==> config.mk <==
export PLATFORM = sky130hd
export DESIGN_NAME = shift_sequencer
export DESIGN_NICKNAME = d
export VERILOG_FILES = /design/src/rtl/shift_sequencer.sv
export SDC_FILE = /design/constraint.sdc
export NUM_CORES = 1
export LEC_CHECK = 0
export ABC_AREA = 1
export CAP_MARGIN = 20
export CORE_MARGIN = 2
export CORE_UTILIZATION = 35
export CTS_BUF_LIST = sky130_fd_sc_hd__clkbuf_4
export DETAILED_ROUTE_END_ITERATION = 8
export PLACE_DENSITY = 0.58
export SLEW_MARGIN = 10
export SYNTH_ARGS = -nofsm -noshare
export SYNTH_HDL_FRONTEND = slang
export SYNTH_SLANG_ARGS = --single-unit
==> constraint.sdc <==
create_clock -name clk -period 2.35 [get_ports clk]
set_input_delay 0.5875 -clock clk [delete_from_list [all_inputs] [get_ports clk]]
set_output_delay 0.5875 -clock clk [all_outputs]
set_load 0.01 [all_outputs]
==> src/rtl/shift_sequencer.sv <==
// shift_sequencer
// ---------------------------------------------------------------------------
// Iterative 32-bit shift engine shared by two requesters.
// - A round-robin arbiter picks one requester while the engine is idle.
// - The engine runs LSL, LSR, ASR or ROR by 0..31 bits, moving at most STEP
//   bit positions per cycle.
// - The result comes back on a valid/ready response tagged with the
//   requester id.
//
// Parameters
//   STEP        maximum bit positions shifted per SHIFT cycle (1..31)
//
// Ports
//   clk         clock, rising edge
//   reset       synchronous active-high reset
//   req_valid   per-requester request valid (bit i = requester i)
//   req_ready   per-requester accept, one-hot or zero, only while idle
//   reqN_data   requester N operand
//   reqN_sh     requester N op: 00 LSL, 01 LSR, 10 ASR, 11 ROR
//   reqN_amt    requester N shift amount (0..31)
//   rsp_valid   result valid
//   rsp_ready   consumer accepts result
//   rsp_id      requester index of the result
//   rsp_result  shifted value
//   rsp_carry   last bit shifted out (only when SHIFT_CARRY_EN is defined)
//   busy        high while an operation is in flight (SHIFT or DONE)
//
// Build option
//   SHIFT_CARRY_EN  adds rsp_carry and its tracking register.
// ---------------------------------------------------------------------------
module shift_sequencer #(
  parameter int STEP = 4
) (
  input  logic        clk,
  input  logic        reset,
  input  logic [1:0]  req_valid,
  output logic [1:0]  req_ready,
  input  logic [31:0] req0_data,
  input  logic [1:0]  req0_sh,
  input  logic [4:0]  req0_amt,
  input  logic [31:0] req1_data,
  input  logic [1:0]  req1_sh,
  input  logic [4:0]  req1_amt,
  output logic        rsp_valid,
  input  logic        rsp_ready,
  output logic        rsp_id,
`ifdef SHIFT_CARRY_EN
  output logic        rsp_carry,
`endif
  output logic [31:0] rsp_result,
  output logic        busy
);

  localparam logic [4:0] STEP_K = 5'(STEP);

  typedef enum logic [1:0] {
    IDLE  = 2'd0,
    SHIFT = 2'd1,
    DONE  = 2'd2
  } state_t;

  state_t      state_reg;
  logic        last_reg;       // requester granted most recently
  logic [31:0] value_reg;      // working value; holds the result in DONE
  logic [1:0]  op_reg;
  logic [4:0]  rem_reg;        // shift positions still to apply
  logic        id_reg;
  logic        rsp_valid_reg;

  logic        grant_id;
  logic        transfer;
  logic [31:0] sel_data;
  logic [1:0]  sel_sh;
  logic [4:0]  sel_amt;
  logic [4:0]  step_k;
  logic [31:0] value_next;

  // One partial shift by k (k <= 31). Rotate by zero is handled explicitly
  // so no 32-bit left shift is ever formed.
  function automatic logic [31:0] shift_step(input logic [31:0] v,
                                             input logic [1:0]  op,
                                             input logic [4:0]  k);
    logic [31:0] r;
    case (op)
      2'b00:   r = v << k;
      2'b01:   r = v >> k;
      2'b10:   r = 32'($signed(v) >>> k);
      default: begin
        if (k == 5'd0) r = v;
        else           r = (v >> k) | (v << (6'd32 - {1'b0, k}));
      end
    endcase
    return r;
  endfunction

  // Arbitration: with both requesters valid, the one not granted last wins;
  // otherwise whichever is valid.
  always_comb begin
    grant_id = 1'b0;
    if (req_valid == 2'b11) grant_id = ~last_reg;
    else                    grant_id = req_valid[1];
  end

  assign req_ready = (state_reg == IDLE) ?
                     {req_valid[1] & grant_id, req_valid[0] & ~grant_id} : 2'b00;
  assign transfer  = |req_ready;

  assign sel_data = grant_id ? req1_data : req0_data;
  assign sel_sh   = grant_id ? req1_sh   : req0_sh;
  assign sel_amt  = grant_id ? req1_amt  : req0_amt;

  assign step_k     = (rem_reg > STEP_K) ? STEP_K : rem_reg;
  assign value_next = shift_step(value_reg, op_reg, step_k);

  // rsp_valid is registered from the DONE state, so it rises one cycle after
  // DONE is entered; this gives 1 cycle for amt=0 and ceil(amt/STEP)+1 else.
  always_ff @(posedge clk) begin
    if (reset) begin
      state_reg     <= IDLE;
      last_reg      <= 1'b1;   // requester 0 wins the first contested grant
      value_reg     <= '0;
      op_reg        <= 2'b00;
      rem_reg       <= '0;
      id_reg        <= 1'b0;
      rsp_valid_reg <= 1'b0;
    end else begin
      case (state_reg)
        IDLE: begin
          if (transfer) begin
            value_reg <= sel_data;
            op_reg    <= sel_sh;
            rem_reg   <= sel_amt;
            id_reg    <= grant_id;
            last_reg  <= grant_id;
            state_reg <= (sel_amt == 5'd0) ? DONE : SHIFT;
          end
        end
        SHIFT: begin
          value_reg <= value_next;
          rem_reg   <= rem_reg - step_k;
          if (rem_reg == step_k) state_reg <= DONE;
        end
        DONE: begin
          if (rsp_valid_reg && rsp_ready) begin
            rsp_valid_reg <= 1'b0;
            state_reg     <= IDLE;
          end else begin
            rsp_valid_reg <= 1'b1;
          end
        end
        default: state_reg <= IDLE;
      endcase
    end
  end

  assign rsp_valid  = rsp_valid_reg;
  assign rsp_result = value_reg;
  assign rsp_id     = id_reg;
  assign busy       = (state_reg != IDLE);

`ifdef SHIFT_CARRY_EN
  logic carry_reg;

  // Bit leaving the word on a partial shift by k (k >= 1): for LSL it is bit
  // 32-k; for LSR/ASR/ROR it is bit k-1 (for ROR that bit lands in bit 31).
  function automatic logic step_carry(input logic [31:0] v,
                                      input logic [1:0]  op,
                                      input logic [4:0]  k);
    logic [4:0] idx;
    logic       c;
    idx = (op == 2'b00) ? (5'd0 - k) : (k - 5'd1);
    c   = (k == 5'd0) ? 1'b0 : v[idx];
    return c;
  endfunction

  always_ff @(posedge clk) begin
    if (reset) begin
      carry_reg <= 1'b0;
    end else if (state_reg == IDLE && transfer) begin
      carry_reg <= 1'b0;
    end else if (state_reg == SHIFT) begin
      carry_reg <= step_carry(value_reg, op_reg, step_k);
    end
  end

  assign rsp_carry = carry_reg;
`endif

endmodule

# Word level (Yosys, flattened, before mapping)
# Index checks and enable logic that the tools add are counted.
[word_totals]
out_inout_bits = 37
elab_cells = 59
input_bits = 83
register_bits = 44
[classes]
n_reduce_logical = 12
eq_ne = 10
n_addsub = 2
n_mux = 18
bitwise = 5
magnitude_cmp = 1
n_shift = 4
[ops]
columns = ["op", "n"]
rows = [
  ["32-bit 2-to-1 mux", 3],
  ["32-bit case mux with 3 select lines", 1],
  ["32-bit case mux with 2 select lines", 1],
  ["32-bit bitwise OR", 1],
  ["32-bit by 5-bit << shifter with 32-bit output", 1],
  ["32-bit by 6-bit << shifter with 32-bit output", 1],
  ["32-bit by 5-bit right shift with 32-bit output", 1],
  ["32-bit by 5-bit >>> shifter with 32-bit output", 1],
  ["5-bit 2-to-1 mux", 3],
  ["2-bit 2-to-1 mux", 6],
  ["5-bit logical NOT", 2],
  ["5-bit case mux with 2 select lines", 1],
  ["2-bit == test (second input constant)", 3],
  ["2-bit != test (second input constant)", 3],
  ["2-bit case mux with 3 select lines", 1],
  ["3-bit AND reduction", 2],
  ["6-bit by 5-bit subtractor with 6-bit output (first input constant)", 1],
  ["5-bit == test", 1],
  ["5-bit by 3-bit > comparator with 1-bit output (second input constant)", 1],
  ["5-bit by 2-bit != test with 1-bit output (second input constant)", 1],
  ["5-bit subtractor", 1],
  ["2-bit by 1-bit == test with 1-bit output (second input constant)", 2],
  ["2-bit logical NOT", 2],
  ["2-bit AND reduction", 2],
  ["other kinds (6)", 10],
]

# Logic depth before layout (Yosys ltp)
# Gate-level depths: netlist of run 1.
[logic_depth]
ltp_word = 8
ltp_mapped = 21
ltp_nobuf = 19

# Worst setup path after synthesis of run 1
# OpenSTA, ideal clock, no wires.
[synth_timing]
path_kind = "reg-to-reg"
start = "reg rem_reg[3]"
end = "reg value_reg[14] (netlist: rsp_result[14])"
path_slack_ns = -0.233
required_time_ns = 2.231
synth_period_minus_slack_ns = 2.583
stages_incl_launch_ff = 21
arrival_ns = 2.463
path_buffers = 3
setup_time_ns = 0.119
path_cell_list = "dfxtp_1 nor2_4 nand2_4 nor2_4 inv_2 buf_2 buf_6 ha_1 inv_1 nor2_1 ha_1 inv_1 nand2_1 nor2_4 buf_4 nand3_1 nand2_1 nand2_1 nand2_1 nand2_1 a21oi_1"
[synth_between]
elab_chain_len = 8
word_cells_on_any_way = 14
classes_between = "add/sub: 1; order compare: 1; eq/ne: 1; shift: 4; mux: 4; bitwise: 1; reduce/logical: 2"
[synth_lines]
columns = ["element", "line_no", "rtl"]
rows = [
  ["from (decl)", "66", "logic [4:0] rem_reg;"],
  ["from (signal assigned)", "132", "rem_reg <= sel_amt;"],
  ["from (signal assigned)", "140", "rem_reg <= rem_reg - step_k;"],
  ["5-bit by 3-bit > comparator with 1-bit output", "112", "assign step_k = (rem_reg > STEP_K) ? STEP_K : rem_reg;"],
  ["5-bit 2-to-1 mux *", "112", ""],
  ["6-bit by 5-bit subtractor with 6-bit output", "90", "else r = (v >> k) | (v << (6'd32 - {1'b0, k}));"],
  ["32-bit by 6-bit << shifter with 32-bit output", "90", ""],
  ["32-bit bitwise OR", "90", ""],
  ["32-bit 2-to-1 mux", "89", "if (k == 5'd0) r = v;"],
  ["32-bit case mux with 3 select lines", "84", "case (op)"],
  ["32-bit case mux with 2 select lines", "127", "case (state_reg)"],
  ["to (signal assigned)", "130", "value_reg <= sel_data;"],
  ["to (signal assigned)", "139", "value_reg <= value_next;"],
  ["to (decl)", "64", "logic [31:0] value_reg;"],
]
# Every way passes the cells marked *; elsewhere a longest branch is shown, timed or not. The select of a mux whose other input is x is not followed.
# A chain may end at the register's enable or synchronous reset.

# Final worst setup path of run 1
[layout_timing]
start = "reg rem_reg[3]"
end = "reg value_reg[12] (netlist: rsp_result[12])"
# The elaborated chain is that of the path after synthesis.

==> flow_summary.ini, run 1 <==
[floorplanning]
dieArea_mm2 = 0.0166
row_count = 45
core_area_mm2 = 0.0152
die_y_um = 129
initial_core_util_pct = 35.8
die_x_um = 129
ioPinCount = 120

[placement]
dp_hpwl_um = 18400
portBuffers = 119
place_congestion = 0.962
pre_cts_slack_ns = -0.224

[final_layout]
nNetsFinal = 1250
drive_above_1_share_pct = 11.9
largest_reg_flops = 32
syn_to_final_growth_pct = 34.3

[clock_network]
clk_pin_slew_ns = 0.16
holdBufCountCts = 0
root_buffer = clkbuf_4
cts.sinks = 44
h-tree-depth = 2
insertion_delay_ns = 0.41
cts_buffer_depth = 2
cts-buffers-inserted = 5
cts_tree = yes

[power_and_ir_drop]
vdd_drop_max_mv = 0.679
comb_power_share_pct = 83.9
power.leakage_uw = 0.00324
swShare_pct = 59.9
seqPwrFrac_pct = 12.5
p_sw_uw = 7410
power.density_mw_per_mm2 = 1700
p_clk_share_pct = 3.6
p_int_uw = 4970

[critical_path]
r2r_start = rem_reg[3]
cp_max_fo = 5
crit_type = reg2reg
arrival_ns = 2.62
worstReg2RegEnd = rsp_result[12]
crit_required_ns = 2.69
r2r_cells = 17
endpoint_kind = register
r2r_slack_ns = 0.07
start_kind = register

[sta]
finalWorstSetupSlack_ns = 0.0711
period_needed_ns = 2.28
fin_crit_sh_pct = 97.0
fmax_mhz = 439
worst_slew_pin_slew_ns = 0.542
hold_violations = 0
setup_viol = 0
relSlewSlack_pct = 63.8
slew_violations = 0
tns_ns = 0
skew_ns = 0.0125

[route]
wl_per_cell_um = 18.4
antenna_left = 0
drt_wl_total_um = 24900
first_iter_violations = 746
vias_per_cell = 5.60
drc_errors = 0
drt_first_pass_iters = 6
vias = 7583

[logic_synthesis]
yosysSeqAreaShare_pct = 16.2
yosysWarnings = 0
synth-edff-count = 0
ys.flop_type = dfxtp_1
synth_commonest_cells = nand2_1 (360), nand3_1 (165), a21oi_1 (95)
yosysMostFrequentCell = nand2_1
ys_types = 32
netlist_area_mm2 = 0.00544
syn_inst = 1039
avgSynthCellArea_um2 = 5.23
ys_seq_elements = 44
yosysTopAreaCellShare_pct = 24.8
yosys-top-cells-area = nand2_1 (25%), dfxtp_1 (16%), nand3_1 (15%)
synthArstFlopShare_pct = 0
yosysTopAreaCell = nand2_1

[global_route]
grt_pass1_vias = 7023
grt_max_degree = 46
antenna_found_initial = 1
grt_first_pass_wirelength_um = 38500
track_usage_pct = 29.8
grt-ovfl-total = 0

[min_path]
min_from = rsp_id
min_path_cells = 2
hold_end = rsp_id
holdCritPathClass = reg2reg

[flow_run]
drv_cap = 0

[outcome]
status = finished, final reports clean
## power groups by stage
stage,logic [µW],registers (µW),clock network [µW]
detailed placement,9710,1540,0
global placement,9750,1540,0
floorplan,6290,1490,0
global route,11300,1590,480
finish,10400,1550,446
CTS,9820,1520,451
## repair_timing
action                                 4_1_cts  5_1_grt
pin swaps                                    1       19
setup buffers                                2        3
endpoints found under the hold margin        0        0
setup endpoints to repair                   15       25
resized for setup                            9       43
## logic make-up after synthesis
group	synth area share [%]
DFF	16.2
AOI/OAI and AO/OA	20.9
adders and majority gates	0.690
buffers and inverters	12.4
other	0.0689
and+or+nand+nor	49.7
## layer usage
metal | global-route usage (%) | wire length (µm) | vias to the layer above
li1 | - | - | 3714
met1 | 42.8 | 11200 | 3386
met2 | 44.3 | 10500 | 428
met3 | 6.20 | 2420 | 55
met4 | 10.1 | 771 | 0
met5 | 0 | 0 | -
## cells in the final DEF, fill, tap and decap left out, drive strengths merged
cell / n
buf: 67
o2111ai: 8
o211ai: 13
nand4: 19
a21oi: 95
clkdlybuf4s50: 117
a31oi: 8
o21ai: 70
dlygate4sd2: 2
or2: 2
inv: 80
clkinv: 5
o221ai: 6
diode: 1
ha: 3
clkbuf: 6
conb: 2
o311ai: 1
nor2: 81
clkinvlp: 1
o31ai: 1
nand3: 166
nand2: 365
o22ai: 3
dfxtp: 44
## how the worst max path moves through the flow
stage,start,end,depth (start not counted)
5_1_grt,rem_reg[4],rsp_result[29],17
2_1_floorplan,rem_reg[4],rsp_result[12],16
4_1_cts,rem_reg[2],rsp_result[15],18
3_5_place_dp,req_valid[0],req_ready[0],6
3_3_place_gp,req_valid[0],req_ready[0],6
6_report,rem_reg[3],rsp_result[12],17
## per-stage QoR
stage          total power [µW]  util [%]  area (µm²)  hold slack (ns)  std cells
6_report                  12400      48.0        7300            0.485       1354
5_1_grt                   13400      48.0        7300            0.526       1354
4_1_cts                   11800      46.9        7140            0.491       1350
3_5_place_dp              11200      46.3        7040            0.462       1340
3_3_place_gp              11300      46.3        7040            0.456       1340
2_1_floorplan              7790         -        5460            0.442       1040
## layout make-up
| class | count | area [µm²] |
|---|---|---|
| well taps | 188 | 235 |
| clock buffers | 6 | 45.0 |
| multi-input cells | 843 | 4040 |
| diodes | 1 | 2.50 |
| flip-flops and latches | 44 | 886 |
| clock inverters | 2 | 16.3 |
| repair buffers | 186 | 1760 |
| inverters | 84 | 323 |
| fillers | 1682 | 7900 |
## critical path, cell delays in order, from the launching register on
cell,delay [ns]
dfxtp_2,0.38
nor2_4,0.05
buf_4,0.14
nand3_4,0.07
ha_4,0.14
inv_2,0.04
nor2_2,0.08
ha_1,0.26
inv_2,0.08
nand2_2,0.07
nor2_4,0.22
buf_6,0.15
nand3_1,0.09
nand2_1,0.08
nand2_1,0.05
nand2_1,0.10
nand2_1,0.07
a21oi_2,0.14
Note: power is estimated with default switching activity, not from simulation.
==> run 2: changes to the inputs <==
--- a/config.mk
+++ b/config.mk
@@ -8,10 +8,10 @@
 export ABC_AREA = 1
 export CAP_MARGIN = 20
 export CORE_MARGIN = 2
-export CORE_UTILIZATION = 35
+export CORE_UTILIZATION = 48
 export CTS_BUF_LIST = sky130_fd_sc_hd__clkbuf_4
 export DETAILED_ROUTE_END_ITERATION = 8
-export PLACE_DENSITY = 0.58
+export PLACE_DENSITY = 0.76
 export SLEW_MARGIN = 10
 export SYNTH_ARGS = -nofsm -noshare
 export SYNTH_HDL_FRONTEND = slang
==> run 2 against run 1 <==
Hold slack got worse by 0.0039 ns; clock power down 17%; global-route usage is 7.2 points higher; utilization is 17 points higher; critical path depth is 1 lower; fmax decreased by 0.89%; count of clock-buffer cells in the layout rose by 1; sequential cell count stayed put; final cell count fell by 4.0%.
==> flow_summary.ini, run 2 (synthesis gave the netlist of run 1 again) <==
[flow_run]
drv_cap = 0

[final_layout]
final_cells = 1300
drive_above_1_share_pct = 10.3
syn_to_final_growth_pct = 31.2
fill_cells = 1111
largest_reg_flops = 32
final_cell_mix = nand2_1 (356), nand3_1 (155), clkdlybuf4s50_1 (117), a21oi_1 (95), nor2_1 (72)
final_common_cell = nand2_1
nNetsFinal = 1245
diodes = 0

[clock_network]
cts-buffers-inserted = 5
cts_tree = yes
clk_pin_slew_ns = 0.12
root_buffer = clkbuf_4
cts_buffer_depth = 2
insertion_delay_ns = 0.36
holdBufCountCts = 0
cts.sinks = 44
h-tree-depth = 2

[route]
drc_errors = 0
vias_per_cell = 6.01
wl_per_cell_um = 18.3
drt_first_pass_iters = 6
first_iter_violations = 1066
antenna_left = 0
vias = 7819
drt_wl_total_um = 23700

[sta]
tns_ns = 0
rsz0062_at_grt = yes
hold_violations = 0
setup_viol = 0
fin_crit_sh_pct = 97.8
fmax_mhz = 435
skew_ns = 0.0149
relSlewSlack_pct = 62.4
slew_violations = 0
period_needed_ns = 2.30
worst_slew_pin_slew_ns = 0.564

[critical_path]
r2r_cells = 16
cp_top_family = simple AND/OR/NAND/NOR gates
endpoint_kind = register
crit_type = reg2reg
arrival_ns = 2.54
critPathMaxStageDelay_ns = 0.36
path_cells = nor2_4 -> buf_4 -> nand3_4 -> ha_4 -> inv_2 -> nor2_1 -> ha_1 -> buf_6 -> nor2_2 -> buf_4 -> nand2_2 -> nand3_2 -> nand2_2 -> nand3_2 -> nand2_1 -> a21oi_1
start_kind = register
cp_max_fo = 5
crit_required_ns = 2.59
r2r_start = rem_reg[4]
path_buf_inv = 4
worstReg2RegEnd = rsp_result[27]
r2r_slack_ns = 0.05
cp_slowest_cell = dfxtp_2

[min_path]
holdCritPathClass = reg2reg
min_path_cells = 2
min_from = rsp_id
hold_end = rsp_id

[power_and_ir_drop]
vdd_drop_max_mv = 0.793
power.leakage_uw = 0.00321
power.density_mw_per_mm2 = 1700

[global_route]
grt_pass1_vias = 7053
grt_first_pass_wirelength_um = 37200
grt_max_degree = 49
track_usage_pct = 37.0
antenna_found_initial = 0
grt-ovfl-total = 0

[placement]
place_congestion = 0.986
placedCellCount = 1289
dp_hpwl_um = 17900
portBuffers = 119

[floorplanning]
row_count = 38
die_x_um = 110
initial_core_util_pct = 49.7
ioPinCount = 120
dieArea_mm2 = 0.0122
die_y_um = 110
core_area_mm2 = 0.0109

[outcome]
status = finished, final reports clean
## run 2: cell types whose count changed in the layout (fill, tap and decap cells not counted), sizes merged
cell / before / now
buf: 67 / 62
clkbuf: 6 / 7
clkinv: 5 / 4
clkinvlp: 1 / 0
diode: 1 / 0
inv: 80 / 81
## run 2: layout make-up
type | count | area [µm²] | share of cell area [%]
timing repair buffer | 181 | 1710 | 23.9
tap | 140 | 175 | 2.46
inverter | 84 | 323 | 4.52
multi-input combinational | 843 | 3990 | 55.9
clock inverter | 1 | 3.75 | 0.0526
sequential | 44 | 885 | 12.4
clock buffer | 7 | 52.6 | 0.737
## run 2: per-stage QoR
step	power, µW	hold slack [ns]	utilization, %	setup slack, ns	area [µm²]
final	12100	0.481	65.2	0.0506	7130
after floorplan	7790	0.442	-	0.0000677	5460
after global routing	13000	0.484	65.2	-0.0229	7130
after CTS	11500	0.476	64.4	0.000324	7040
after global placement	11000	0.451	63.5	-0.176	6950
after detailed placement	11100	0.456	63.5	-0.186	6950
## run 2: layer usage
metal	vias to the layer above	global-route usage (%)	part of all wire [%]
met1	3496	52.7	41
li1	3700	-	-
met5	-	0	0
met3	63	8.67	13
met4	0	11.3	2.8
met2	560	55.1	43
## run 2: worst max path at each step
stage | start | end | slack [ns] | cells after the start
after floorplan | rem_reg[4] | rsp_result[12] | 0.00007 | 16
after global placement | req_valid[0] | req_ready[1] | -0.18 | 6
after detailed placement | req_valid[0] | req_ready[1] | -0.19 | 6
after CTS | rem_reg[3] | rsp_result[21] | 0.0003 | 16
after global routing | rem_reg[4] | rsp_result[28] | -0.02 | 17
final | rem_reg[4] | rsp_result[27] | 0.05 | 16
## run 2: worst register-to-register path, stage by stage (launching register included)
cell	delay, ns
dfxtp_2	0.36
nor2_4	0.16
buf_4	0.15
nand3_4	0.08
ha_4	0.17
inv_2	0.05
nor2_1	0.04
ha_1	0.33
buf_6	0.15
nor2_2	0.06
buf_4	0.14
nand2_2	0.06
nand3_2	0.08
nand2_2	0.13
nand3_2	0.10
nand2_1	0.08
a21oi_1	0.05
## run 2: power by group
part | switching, µW | internal, µW | leakage, µW
clock network | 233 | 138 | 0.0000338
registers | 539 | 1090 | 0.000365
logic | 6530 | 3610 | 0.00281
total | 7310 | 4840 | 0.00321
## run 2: repair_timing
item,CTS,global route
buffers inserted,0,3
resized for setup,12,22
setup endpoints to repair,11,23
pin swaps,1,10
